<file path="src/rtl/vga_sync.sv">
// ---------------------------------------------------------------------------
// vga_sync
//   Raster timing generator for a VGA-style display. A free-running
//   horizontal pixel counter (X) and vertical line counter (Y) sweep the whole
//   frame, including the blanking intervals. Sync and visible-area flags are
//   decoded from the counters and sent through a short register pipeline.
//   That pipeline keeps them aligned with a pixel-data path that registers
//   its data SYNC_DELAY times.
//
// Ports
//   clock_25   in   pixel clock (only clock)
//   reset      in   synchronous, active-high
//   X          out  horizontal pixel counter, 0 .. H_TOTAL-1
//   Y          out  vertical line counter,    0 .. V_TOTAL-1
//   hsync      out  horizontal sync, active-low, delayed by SYNC_DELAY
//   vsync      out  vertical sync,   active-low, delayed by SYNC_DELAY
//   video_on   out  visible-area flag, active-high, delayed by SYNC_DELAY
//   frame_tick out  one-cycle pulse on the last pixel of a frame (not delayed)
// ---------------------------------------------------------------------------
module vga_sync #(
  parameter int PIXEL_DISPLAY_BIT = 9,
  parameter int H_VISIBLE         = 640,
  parameter int H_FRONT           = 16,
  parameter int H_SYNC            = 96,
  parameter int H_BACK            = 48,
  parameter int V_VISIBLE         = 480,
  parameter int V_FRONT           = 10,
  parameter int V_SYNC            = 2,
  parameter int V_BACK            = 33,
  parameter int SYNC_DELAY        = 1    // legal range 1..4
) (
  input  logic                     clock_25,
  input  logic                     reset,
  output logic [PIXEL_DISPLAY_BIT:0] X,
  output logic [PIXEL_DISPLAY_BIT:0] Y,
  output logic                     hsync,
  output logic                     vsync,
  output logic                     video_on,
  output logic                     frame_tick
);

  localparam int CW      = PIXEL_DISPLAY_BIT + 1;
  localparam int H_TOTAL = H_VISIBLE + H_FRONT + H_SYNC + H_BACK;
  localparam int V_TOTAL = V_VISIBLE + V_FRONT + V_SYNC + V_BACK;

  // Counter-width constants so every compare and add is the same width.
  localparam logic [CW-1:0] ONE      = CW'(1);
  localparam logic [CW-1:0] H_LAST   = CW'(H_TOTAL - 1);
  localparam logic [CW-1:0] V_LAST   = CW'(V_TOTAL - 1);
  localparam logic [CW-1:0] HS_START = CW'(H_VISIBLE + H_FRONT);
  localparam logic [CW-1:0] HS_END   = CW'(H_VISIBLE + H_FRONT + H_SYNC);
  localparam logic [CW-1:0] VS_START = CW'(V_VISIBLE + V_FRONT);
  localparam logic [CW-1:0] VS_END   = CW'(V_VISIBLE + V_FRONT + V_SYNC);
  localparam logic [CW-1:0] H_VIS_C  = CW'(H_VISIBLE);
  localparam logic [CW-1:0] V_VIS_C  = CW'(V_VISIBLE);

  logic [CW-1:0] x_q, x_d;
  logic [CW-1:0] y_q, y_d;

  // Pipeline shift registers: bit 0 takes the fresh decode, bit SYNC_DELAY-1
  // drives the output.
  logic [SYNC_DELAY-1:0] hs_q, hs_d;
  logic [SYNC_DELAY-1:0] vs_q, vs_d;
  logic [SYNC_DELAY-1:0] vid_q, vid_d;

  logic h_active_low, v_active_low, vis;
  logic hs_new, vs_new, vid_new;
  logic x_at_end, y_at_end;

  assign x_at_end = (x_q == H_LAST);
  assign y_at_end = (y_q == V_LAST);

  // Y only moves on the last pixel of a line, so both counters wrap together
  // at the end of the frame.
  always_comb begin
    x_d = x_q + ONE;
    y_d = y_q;
    if (x_at_end) begin
      x_d = '0;
      if (y_at_end) y_d = '0;
      else          y_d = y_q + ONE;
    end
  end

  // Decode from the current counter values.
  assign h_active_low = (x_q >= HS_START) && (x_q < HS_END);
  assign v_active_low = (y_q >= VS_START) && (y_q < VS_END);
  assign vis          = (x_q < H_VIS_C) && (y_q < V_VIS_C);

  assign hs_new  = ~h_active_low;
  assign vs_new  = ~v_active_low;
  assign vid_new = vis;

  // Shift left by one and insert the new decode at bit 0. With SYNC_DELAY=1
  // the shift empties the register and only the new decode remains.
  assign hs_d  = (hs_q  << 1) | SYNC_DELAY'(hs_new);
  assign vs_d  = (vs_q  << 1) | SYNC_DELAY'(vs_new);
  assign vid_d = (vid_q << 1) | SYNC_DELAY'(vid_new);

  always_ff @(posedge clock_25) begin
    if (reset) begin
      x_q   <= '0;
      y_q   <= '0;
      // Flush every stage with inactive levels so that no sync pulse from an
      // interrupted frame leaks out after reset.
      hs_q  <= '1;
      vs_q  <= '1;
      vid_q <= '0;
    end else begin
      x_q   <= x_d;
      y_q   <= y_d;
      hs_q  <= hs_d;
      vs_q  <= vs_d;
      vid_q <= vid_d;
    end
  end

  assign X        = x_q;
  assign Y        = y_q;
  assign hsync    = hs_q[SYNC_DELAY-1];
  assign vsync    = vs_q[SYNC_DELAY-1];
  assign video_on = vid_q[SYNC_DELAY-1];

  // Taken straight from the counters (not pipelined). It is gated off during
  // reset.
  assign frame_tick = ~reset & x_at_end & y_at_end;

endmodule

</file>
<file path="config.mk">
export PLATFORM = sky130hd
export DESIGN_NAME = vga_sync
export DESIGN_NICKNAME = d
export VERILOG_FILES = /design/src/rtl/vga_sync.sv
export SDC_FILE = /design/constraint.sdc
export NUM_CORES = 1
export LEC_CHECK = 0
export ABC_AREA = 1
export CAP_MARGIN = 20
export CELL_PAD_IN_SITES_DETAIL_PLACEMENT = 1
export CELL_PAD_IN_SITES_GLOBAL_PLACEMENT = 1
export CORE_MARGIN = 2
export CORE_UTILIZATION = 32
export DETAILED_ROUTE_END_ITERATION = 6
export PLACE_DENSITY = 0.81
export SLEW_MARGIN = 20
export SYNTH_ARGS = -nofsm -noshare
export SYNTH_HDL_FRONTEND = slang
export SYNTH_SLANG_ARGS = --single-unit
</file>
<file path="constraint.sdc">
create_clock -name clock_25 -period 1.4 [get_ports clock_25]
set_input_delay 0.42 -clock clock_25 [delete_from_list [all_inputs] [get_ports clock_25]]
set_output_delay 0.42 -clock clock_25 [all_outputs]
set_load 0.02 [all_outputs]
</file>
==> results of run 1 <==
## Yosys cell counts
library cell | n | area share [%]
nand2_1 | 44 | 13
nor2_1 | 32 | 9.3
inv_1 | 28 | 8.1
dfxtp_1 | 23 | 35
a21oi_1 | 9 | 3.5
nand3_1 | 9 | 3.5
nand4_1 | 7 | 3.4
ha_1 | 5 | 4.8
nor3_1 | 4 | 1.5
buf_6 | 3 | 2.6
o21ai_0 | 3 | 1.2
inv_2 | 2 | 0.58
nand2_2 | 2 | 0.96
nand2_4 | 2 | 1.7
nor2_2 | 2 | 0.96
nor2_4 | 2 | 1.7
xor2_1 | 2 | 1.4
nand3_2 | 1 | 0.77
nand3_4 | 1 | 1.4
nand3b_1 | 1 | 0.58
nor3_2 | 1 | 0.77
nor3b_2 | 1 | 0.96
nor4_1 | 1 | 0.48
o2111ai_1 | 1 | 0.68
o21ai_1 | 1 | 0.39
o21ai_2 | 1 | 0.68
## worst max-delay path, delay by kind of cell, from the launching register on
kind	cells	cell delay, ps
DFF	1	370
buffers and inverters	1	140
and+or+nand+nor	4	470
adders and majority gates	1	140
## layer usage
| metal | part of all wire (%) | wire [um] |
|---|---|---|
| met1 | 44 | 1980 |
| met3 | 2.3 | 105 |
| met4 | 2.5 | 114 |
| met5 | 0 | 0 |
| met2 | 51 | 2300 |
## through the flow
| step | hold slack [ps] | setup TNS (ps) |
|---|---|---|
| after CTS | 546 | -405 |
| after global placement | 522 | -6940 |
| after detailed placement | 518 | -7620 |
| after global routing | 571 | -572 |
| after floorplan | 477 | -207 |
| final | 550 | -414 |
## cell families after synthesis
group / count (synthesis)
AND/OR/NAND/NOR: 110
buffers and inverters: 33
flip-flops: 23
AO/OA/AOI/OAI: 15
adder cells (fa/ha/maj): 5
XOR/XNOR: 2
## power groups by stage
stage	Clock [mW]	Combinational [mW]	Sequential [mW]
detailed placement	0	0.101	0.685
floorplan	0	0.0350	0.699
CTS	0.442	0.0953	0.671
finish	0.430	0.101	0.670
global route	0.467	0.110	0.671
global placement	0	0.0990	0.684
## cell usage in the layout, fill, tap and decap left out, drive strengths merged
cell type	count
nand4	7
xor2	2
nand3b	1
nor3	5
nor2	36
nand3	11
buf	58
dlymetal6s2s	1
dlygate4sd2	2
nand2	48
a21oi	9
nor4	1
clkbuf	3
o2111ai	1
clkdlybuf4s15	1
nor3b	1
dfxtp	23
clkinv	1
o21ai	5
inv	30
ha	5
## cell type report
| cell class | count | area share [%] |
|---|---|---|
| timing repair buffer | 62 | 22.9 |
| clock inverter | 1 | 0.254 |
| multi-input combinational | 132 | 41.3 |
| inverter | 30 | 5.85 |
| sequential | 23 | 24.3 |
| tap | 50 | 3.18 |
| clock buffer | 3 | 2.10 |
## state kept, by name, summed over array words and instances (netlist names)
| name | cells |
|---|---|
| hsync | 1 |
| Y | 10 |
| vsync | 1 |
| X | 10 |
| video_on | 1 |
## worst max-delay path by stage
| stage | start | to | slack (ps) | cells after the start |
|---|---|---|---|---|
| 2_1_floorplan | X[7] | frame_tick | -210 | 6 |
| 3_3_place_gp | reset | frame_tick | -720 | 3 |
| 3_5_place_dp | reset | frame_tick | -720 | 3 |
| 4_1_cts | X[1] | frame_tick | -410 | 6 |
| 5_1_grt | X[0] | frame_tick | -470 | 6 |
| 6_report | X[0] | frame_tick | -410 | 6 |
## timing repair
action | CTS | global route
pin swaps | 1 | 3
endpoints found under the hold margin | 0 | 0
gates resized for setup | 99 | 31
setup endpoints to repair | 33 | 14
gates cloned | 0 | 1
buffers inserted | 0 | 2
==> results by group, run 1 <==
Outcome
  • Status: finished with violations
  • Violated checks: negative setup slack

Global routing
  • Pin count of the biggest net entering global routing: 14
  • Vias in the first global route: between 1000 and 1500
  • Met3 Usage GRT: 2.67%
  • Initial antenna violation count: 0
  • Busiest grt layer: met2
  • M2 GR Usage: between 30% and 40%
  • Met1 GRT Util: 23.5%
  • Total track usage: 19.1%
  • GRT overflow: 0
  • First-pass GRT wire length: 6.50 mm

Pwr
  • Pwr/cell area: 610 mW/mm^2
  • P_sw: just under 0.3 mW
  • Cell Int Power: 0.907 mW
  • Maximum VDD drop: 0.368 mV
  • Seq pwr share: 55.8%
  • Lkg Pwr: 0.949 nW
  • Tot Pwr: 1.20 mW
  • Clock share of power: a little over a third
  • Switch share: between 20% and 30%
  • Combinational share of power: between 8 and 9%

Setup path
  • Reg2reg end: Y[3]
  • Worst reg2reg path depth: 9
  • CP max stage delay: ~370 ps
  • Crit path cell chain: ha_4, nand2_4, nor2_4, nand3_4, nor3_4, buf_6
  • Startpoint types: flip-flop
  • RR Startpoint: X[0]
  • Required @ worst endpoint: 980 ps
  • Crit-path slowest cell: dfxtp_4
  • Arrival @ worst endpoint: 1390 ps
  • Crit path max fanout: 2
  • Worst setup EP type: primary output
  • Worst setup path class: flip-flop to primary output
  • R2R Setup Slk: 40 ps

Floorplanning
  • Die area: 0.00458 sq mm
  • Rows: 23
  • Die width: 67.7 um
  • Core ar.: 0.00394 sq mm
  • Initial core utilization: roughly a third
  • I/O Pins: 26
  • Die height: 67.7 um

Finish
  • Post-route cell area: 0.00197 sq mm
  • Area growth from synthesis to layout: 51.7%
  • Fraction of layout cells with a size suffix above 1: 44.2%
  • Fill cells: 512
  • Layout Utilization: 49.9%
  • Layout Nets: 259
  • Register Area: 479 sq um
  • Multi-input logic area: 813 sq um
  • Non-filler cells, final: ~300
  • Antenna diodes: 0

CTS
  • H-Tree Depth: 1
  • Root Buffer: clkbuf_8
  • # clock sinks: 23
  • Hold_buf cts: 0
  • CTS clk-pin slew, worst paths: around 80 ps
  • Max Buffers Root-to-Sink: 2
  • CTS Buf Count: 3
  • Clk_lat worst skew: between 200 and 300 ps
  • TritonCTS clock tree: built

Min path
  • Hold Crit Class: flip-flop to flip-flop
  • Hold-critical path depth: 2
  • Hold EP: X[0]
  • Hold Startpoint: X[0]

Route
  • Initial DRT Pass Iterations: 4
  • Vias/cell: 4.81
  • Routed Antenna Nets: 0
  • Detailed router's first-iteration violation count: 70
  • Final wirelength: 4.50 mm
  • DRC: 0
  • Vias: ~1400
  • Wire length per cell: approximately 15 um

Timing
  • Final min period: 1810 ps
  • Fmax: between 500 and 600 MHz
  • Slew headroom: 81.5%
  • Max-slew violation count: 0
  • Worst Max-Slew Pin Slew: around 280 ps
  • Final setup viols: 1
  • Number of hold violations in the final report: 0
  • RSZ-0062 raised after global routing: true
  • Final WS setup: -414 ps
  • Final period util: 130%
  • Worst Clk Skew: around 7.3 ps

Placement
  • Port bufs: 25
  • Detailed Place HPWL: slightly below 3 mm
  • Placed cells: between 200 and 300
  • Gpl congestion: 0.805
  • DP Worst Slack: -722 ps
  • Placed cell area: 0.00189 sq mm

Yosys
  • Average size of a mapped cell: 6.90 sq um
  • Yosys warning total: 0
  • Netlist cell types: 26
  • Synthesized Nets: about 200
  • Post-synthesis cell area: about 0.0013 sq mm
  • Adder-cell share of the synthesized area: around 4.8%
  • Main combinational cell family by area after synthesis: simple AND/OR/NAND/NOR gates
  • Register bit total from synthesis: 23
  • Sequential fraction of the synthesis area: 35.5%
  • Syn Inst Count: 188
  • Synth Area in Compound Gates: 6.36%
  • Post-synthesis mux area share: 0%
  • Area share of and/or/nand/nor cells after synthesis: 40.7%
  • Post-synthesis xor/xnor area fraction: 1.35%

Run
  • Max-Cap Viols: 0
No activity file was read; power rests on OpenSTA's default activity.
==> run 2: changes to the inputs <==
CAP_MARGIN = not set   (was 20)
SLEW_MARGIN = not set   (was 20)
==> results of run 2 <==
Final layout, timing and power as in run 1 (identical DEF).
